### src/rtl/mc_ctrl.sv
// Multi-cycle IF/ID/EX/MEM/WB sequencer for the LoongArch-subset core.
// Optional performance counters (cycles, instret) are built only when MC_PERF_CNT_EN is defined.
module mc_ctrl #(
  parameter logic [31:0] RESET_PC = 32'h1c00_0000
) (
  input  logic        clk,
  input  logic        rst,
  input  logic [31:0] instr,
  input  logic        br_taken,
  output logic        ir_we,
  output logic        pc_we,
  output logic        npc_sel,
  output logic        rf_we,
  output logic        mem_we,
  output logic [2:0]  state,
  output logic        halted,
  output logic [31:0] pc_rst_val,
  output logic [31:0] instret,
  output logic [31:0] cycles
);

  // state | meaning
  // IF    | IR loads the fetched word
  // ID    | instruction class is decoded and latched
  // EX    | branch resolves; others choose MEM or WB
  // MEM   | store writes memory; load read completes
  // WB    | register file written, PC advanced
  // HALT  | illegal instruction seen, core frozen until reset
  localparam logic [2:0] S_IF   = 3'd0;
  localparam logic [2:0] S_ID   = 3'd1;
  localparam logic [2:0] S_EX   = 3'd2;
  localparam logic [2:0] S_MEM  = 3'd3;
  localparam logic [2:0] S_WB   = 3'd4;
  localparam logic [2:0] S_HALT = 3'd5;

  localparam logic [2:0] C_ADD  = 3'd0;
  localparam logic [2:0] C_ADDI = 3'd1;
  localparam logic [2:0] C_LUI  = 3'd2;
  localparam logic [2:0] C_LD   = 3'd3;
  localparam logic [2:0] C_ST   = 3'd4;
  localparam logic [2:0] C_BNE  = 3'd5;
  localparam logic [2:0] C_ILL  = 3'd7;

  logic [2:0] state_q, state_d;
  logic [2:0] cls_q, cls_dec;

  assign pc_rst_val = RESET_PC;
  assign state      = state_q;

  always_comb begin
    cls_dec = C_ILL;
    if (instr[31:15] == 17'b000000_0000_01_00000) cls_dec = C_ADD;
    else if (instr[31:22] == 10'b000000_1010)     cls_dec = C_ADDI;
    else if (instr[31:25] == 7'b000101_0)         cls_dec = C_LUI;
    else if (instr[31:22] == 10'b001010_0010)     cls_dec = C_LD;
    else if (instr[31:22] == 10'b001010_0110)     cls_dec = C_ST;
    else if (instr[31:26] == 6'b010111)           cls_dec = C_BNE;
  end

  always_comb begin
    state_d = S_IF;
    case (state_q)
      S_IF:   state_d = S_ID;
      S_ID:   state_d = (cls_dec == C_ILL) ? S_HALT : S_EX;
      S_EX: begin
        if (cls_q == C_BNE)                        state_d = S_IF;
        else if (cls_q == C_LD || cls_q == C_ST)   state_d = S_MEM;
        else if (cls_q == C_ADD || cls_q == C_ADDI || cls_q == C_LUI) state_d = S_WB;
        else                                       state_d = S_IF;
      end
      S_MEM:  state_d = (cls_q == C_LD) ? S_WB : S_IF;
      S_WB:   state_d = S_IF;
      S_HALT: state_d = S_HALT;
      default: state_d = S_IF;
    endcase
  end

  always_ff @(posedge clk or posedge rst) begin
    if (rst) begin
      state_q <= S_IF;
      cls_q   <= C_ILL;
    end else begin
      state_q <= state_d;
      if (state_q == S_ID) cls_q <= cls_dec;
    end
  end

  // Strobes are gated by rst so nothing fires while reset is held, even in IF.
  always_comb begin
    ir_we   = 1'b0;
    pc_we   = 1'b0;
    npc_sel = 1'b0;
    rf_we   = 1'b0;
    mem_we  = 1'b0;
    if (!rst) begin
      case (state_q)
        S_IF: ir_we = 1'b1;
        S_EX: if (cls_q == C_BNE) begin
          pc_we   = 1'b1;
          npc_sel = br_taken;
        end
        S_MEM: if (cls_q == C_ST) begin
          mem_we = 1'b1;
          pc_we  = 1'b1;
        end
        S_WB: begin
          rf_we = 1'b1;
          pc_we = 1'b1;
        end
        default: ;
      endcase
    end
  end

  assign halted = (state_q == S_HALT);

`ifdef MC_PERF_CNT_EN
  logic [31:0] cycles_q, instret_q;

  always_ff @(posedge clk or posedge rst) begin
    if (rst) begin
      cycles_q  <= 32'h0;
      instret_q <= 32'h0;
    end else begin
      cycles_q  <= cycles_q + 32'd1;
      instret_q <= instret_q + {31'b0, pc_we};
    end
  end

  assign cycles  = cycles_q;
  assign instret = instret_q;
`else
  assign cycles  = 32'h0;
  assign instret = 32'h0;
`endif

endmodule

### config.mk
export PLATFORM = sky130hd
export DESIGN_NAME = mc_ctrl
export DESIGN_NICKNAME = d
export VERILOG_FILES = /design/src/rtl/mc_ctrl.sv
export SDC_FILE = /design/constraint.sdc
export NUM_CORES = 1
export LEC_CHECK = 0
export CAP_MARGIN = 25
export CELL_PAD_IN_SITES_DETAIL_PLACEMENT = 0
export CELL_PAD_IN_SITES_GLOBAL_PLACEMENT = 1
export CORE_MARGIN = 2
export CORE_UTILIZATION = 18
export DETAILED_ROUTE_END_ITERATION = 6
export GPL_TIMING_DRIVEN = 0
export PLACE_DENSITY_LB_ADDON = 0.08
export SLEW_MARGIN = 10
export SYNTH_ARGS = -nofsm -noshare
export SYNTH_HDL_FRONTEND = slang
export SYNTH_SLANG_ARGS = --single-unit
### constraint.sdc
create_clock -name clk -period 2.15 [get_ports clk]
set_clock_uncertainty 0.05 [all_clocks]
set_input_delay 0.645 -clock clk [delete_from_list [all_inputs] [get_ports clk]]
set_output_delay 0.645 -clock clk [all_outputs]
set_load 0.05 [all_outputs]
# [Word level (Yosys, flattened, before mapping)]
# Cells that the tools add are included.
[totals] reg_bits=6 in_bits=35
[op_classes] eq_ne=17 muxes=25 reduce_logical=5
[ops] op="2-to-1 mux 3 bit" n=9
[ops] op="equality test 10 x 8 -> 1 bit (second input constant)" n=2
[ops] op="equality test 17 x 6 -> 1 bit (second input constant)" n=1
[ops] op="equality test 3 bit (second input constant)" n=5
[ops] op="case mux 3 bit (5 select lines)" n=1
[ops] op="equality test 3 x 2 -> 1 bit (second input constant)" n=4
[ops] op="2-to-1 mux 1 bit" n=12
[ops] op="equality test 10 x 4 -> 1 bit (second input constant)" n=1
[ops] op="equality test 7 x 4 -> 1 bit (second input constant)" n=1
[ops] op="equality test 3 x 1 -> 1 bit (second input constant)" n=2
[ops] op="equality test 6 x 5 -> 1 bit (second input constant)" n=1
[ops] op="zero test 3 bit" n=2
[ops] op="2-to-1 mux 2 bit" n=2
[ops] op="logical OR 1 bit" n=3
[ops] op="case mux 1 bit (3 select lines)" n=1

# [Depth between registers and ports, before layout]
[logic_depth] word_depth=10 ltp_mapped=6

# [Least setup slack after synthesis]
# Ideal clock, no wire load.
[synth_path] path_kind="input to output" from="in rst" to="out mem_we" arrival_time_ps=2662 required_ps=1455 path_slack_ps=-1207 cell_stages=2 path_buffers=0 cell_sequence="or3b_1 nor4b_1"
[synth_between] elab_chain_cells=1
[synth_lines] item="start: declaration" line_no="7" text="input logic rst,"
[synth_lines] item="2-to-1 mux 1 bit" line_no="95" text="if (!rst) begin"
[synth_lines] item="end: declaration" line_no="14" text="output logic mem_we,"
# Every way passes these cells.

# [Worst setup path after layout]
[layout_path] from="reg cls_q[2]" to="out mem_we"
[layout_between] elab_chain_cells=4
[layout_lines] item="start: declaration" line_no="45" text="logic [2:0] cls_q, cls_dec;"
[layout_lines] item="start signal: assignment" line_no="84" text="if (state_q == S_ID) cls_q <= cls_dec;"
[layout_lines] item="equality test 3 bit" line_no="102" text="S_MEM: if (cls_q == C_ST) begin"
[layout_lines] item="2-to-1 mux 1 bit" line_no="102"
[layout_lines] item="2-to-1 mux 1 bit" line_no="96" text="case (state_q)"
[layout_lines] item="2-to-1 mux 1 bit" line_no="95"
# Every way passes these cells.

==> flow_summary.ini <==
[floorplan]
start_util = 0.187
rows = 30
die_width_um = 88.2
die_h_um = 88.2
io_pins = 140
coreArea_um2 = 6830
dieArea_um2 = 7780

[global_route]
grt-ovfl-total = 0
grt_pass1_vias = 953
grtUsageMet2 = 0.118
grt_util_met3 = 0.0283
grt_max_degree = 11
busiest_layer = met2
grt_first_pass_wirelength_um = 4280
track_usage = 0.0701
antenna_found_initial = 0
grt.met1_usage = 0.0822

[finish]
fin_nets = 338
n_antenna_cell = 0
synthToLayoutAreaGrowth_pct = 80.3
drive_above_1_share = 0.474
final_cells = 398

[flow_run]
max_cap_viol_count = 0

[sta]
fin_crit_ps = 2350
period_share = 1.09
slew_violations = 0
tns_ps = -471
rsz0062_at_grt = true
fmax_ghz = 0.425
fin_ws_ps = -201
whs_ps = 352
hold_violations = 0
setup_viol = 3

[yosys]
postSynthAreaPerCell_um2 = 7.60
synth_edf_count = 0
synth_warnings = 0
syn_inst = 168
ys.flop_type = dfstp_2
seq_area_frac_synth = 0.121
synthTopCellsByArea = buf_4, dfstp_2, dfrtp_1
async_flop_share = 1.00
yosys-top-cells-count = buf_4, nand2_1, nor2_1
netlist.area_leader.share = 0.565
ys_types = 35
synth.cell_area_um2 = 1280
yosysMostFrequentCell = buf_4
synth_top_cell_by_area = buf_4
synth-seq-cells = 6

[pwr]
vdd.ir_drop.worst_uv = 357
p_per_area_nw_per_um2 = 776
p_leak_nw = 1.29

[worst_setup_path]
crit_path_max_incr_delay_ps = 560
path_cells = nand2b_4 -> or3b_4 -> nor4b_4 -> buf_6
cp_data_arrival_time_ps = 1660
endpoint_kind = output port
worst-endpoint-required_ps = 1450
cp_top_family = simple AND/OR/NAND/NOR gates
reg2reg_slack_ps = 550
crit_type = reg -> out
crit_cells = 4
cpMaxStageDelayCell = dfstp_2
cp-start-kind = flip-flop
reg2reg_depth = 3
path_buf_inv = 1
critical_path_peak_fanout = 2

[run_status]
violations = negative setup slack
status = finished, violations left

[routing]
via_per_inst = 2.89
ant_nets = 0
drtIter0Drc = 15
route.detailed.drc = 0
drt-total-wl_um = 3020
via_count = 1151
wl_per_cell_um = 7.60
dr.pass1.iters = 2

[clock_network]
clk_transition_reported_paths_ps = 40
numCtsBuffers = 3
cts_htree_levels = 1
cts_max_path_buffers = 2
cts_tree = done
worstSkewPairLatency_ps = 230
clock_sinks = 6
cts_root_buffer = clkbuf_8
hold_buffers = 0

[placed_design]
gp_congestion = 0.653
io_buffers = 28
hpwl_um = 2520
dp.cells = 386

[hold_path]
hold_class = in -> async
-- layout make-up --
class | instances | area (um2)
fillers | 741 | 4530
flip-flops and latches | 6 | 158
plain buffers | 99 | 748
multi-input cells | 155 | 875
repair buffers | 36 | 348
well taps | 96 | 120
clock buffers | 4 | 45.0
inverters | 2 | 7.51
-- cells in the final DEF (no fill, tap or decap), types with 3 or more instances in the layout --
master / n
buf_4: 104
conb_1: 96
clkdlybuf4s50_1: 19
nand2_1: 10
nor2_1: 5
buf_8: 3
nor4_4: 3
nand3_1: 3
o31ai_1: 3
clkbuf_8: 3
dfstp_2: 3
dfrtp_2: 3
-- what timing repair did --
item,4_1_cts,5_1_grt
pin swaps,5,7
gates resized for setup,46,19
endpoints found under the setup margin,8,10
setup buffers,3,5
-- power breakdown --
group / internal [mW] / leakage (nW) / switching (mW)
Sequential: 0.190 / 0.0612 / 0.0537
Clock: 0.128 / 0.0228 / 0.0542
Combinational: 0.502 / 1.21 / 0.859
-- metrics by stage --
stage | setup WS (ps) | cell area (um2) | util | total power, mW
after floorplan | -243 | 1690 | - | 1.16
final | -201 | 2300 | 0.337 | 1.79
after global routing | -245 | 2300 | 0.337 | 1.89
after CTS | -196 | 2180 | 0.319 | 1.59
after detailed placement | -1350 | 2090 | 0.306 | 1.35
after global placement | -1360 | 2090 | 0.306 | 1.35
-- metal layers --
layer  routed length, um  up-vias
li1                    -      631
met1                1200      450
met2                1470       68
met3                 338        2
met4                  17        0
met5                   0        -
-- path summary, 6_finish.rpt --
kind | to | startpoint
max | mem_we | cls_q[2]$_DFFE_PP1P_
min | state[2]$_DFF_PP0_ | rst
max reg2reg | cls_q[2]$_DFFE_PP1P_ | state[1]$_DFF_PP0_
min reg2reg | cls_q[1]$_DFFE_PP1P_ | cls_q[1]$_DFFE_PP1P_
max in group asynchronous | cls_q[0]$_DFFE_PP1P_ | rst
min in group clk | cls_q[1]$_DFFE_PP1P_ | cls_q[1]$_DFFE_PP1P_
-- kinds of logic (layout without fill, tap and decap cells) --
| family | Yosys count | in the layout | synth area share |
|---|---|---|---|
| compound gates | 14 | 14 | 0.0775 |
| simple gates | 44 | 44 | 0.209 |
| buf+inv | 101 | 141 | 0.580 |
| other cells | 2 | 96 | 0.00588 |
| flops | 6 | 6 | 0.121 |
| xor+xnor | 1 | 1 | 0.00686 |
-- registers in the layout (all words and copies together) (netlist names) --
register	cells
cls_q	3
state	3
Note: power is estimated with default switching activity, not from simulation.
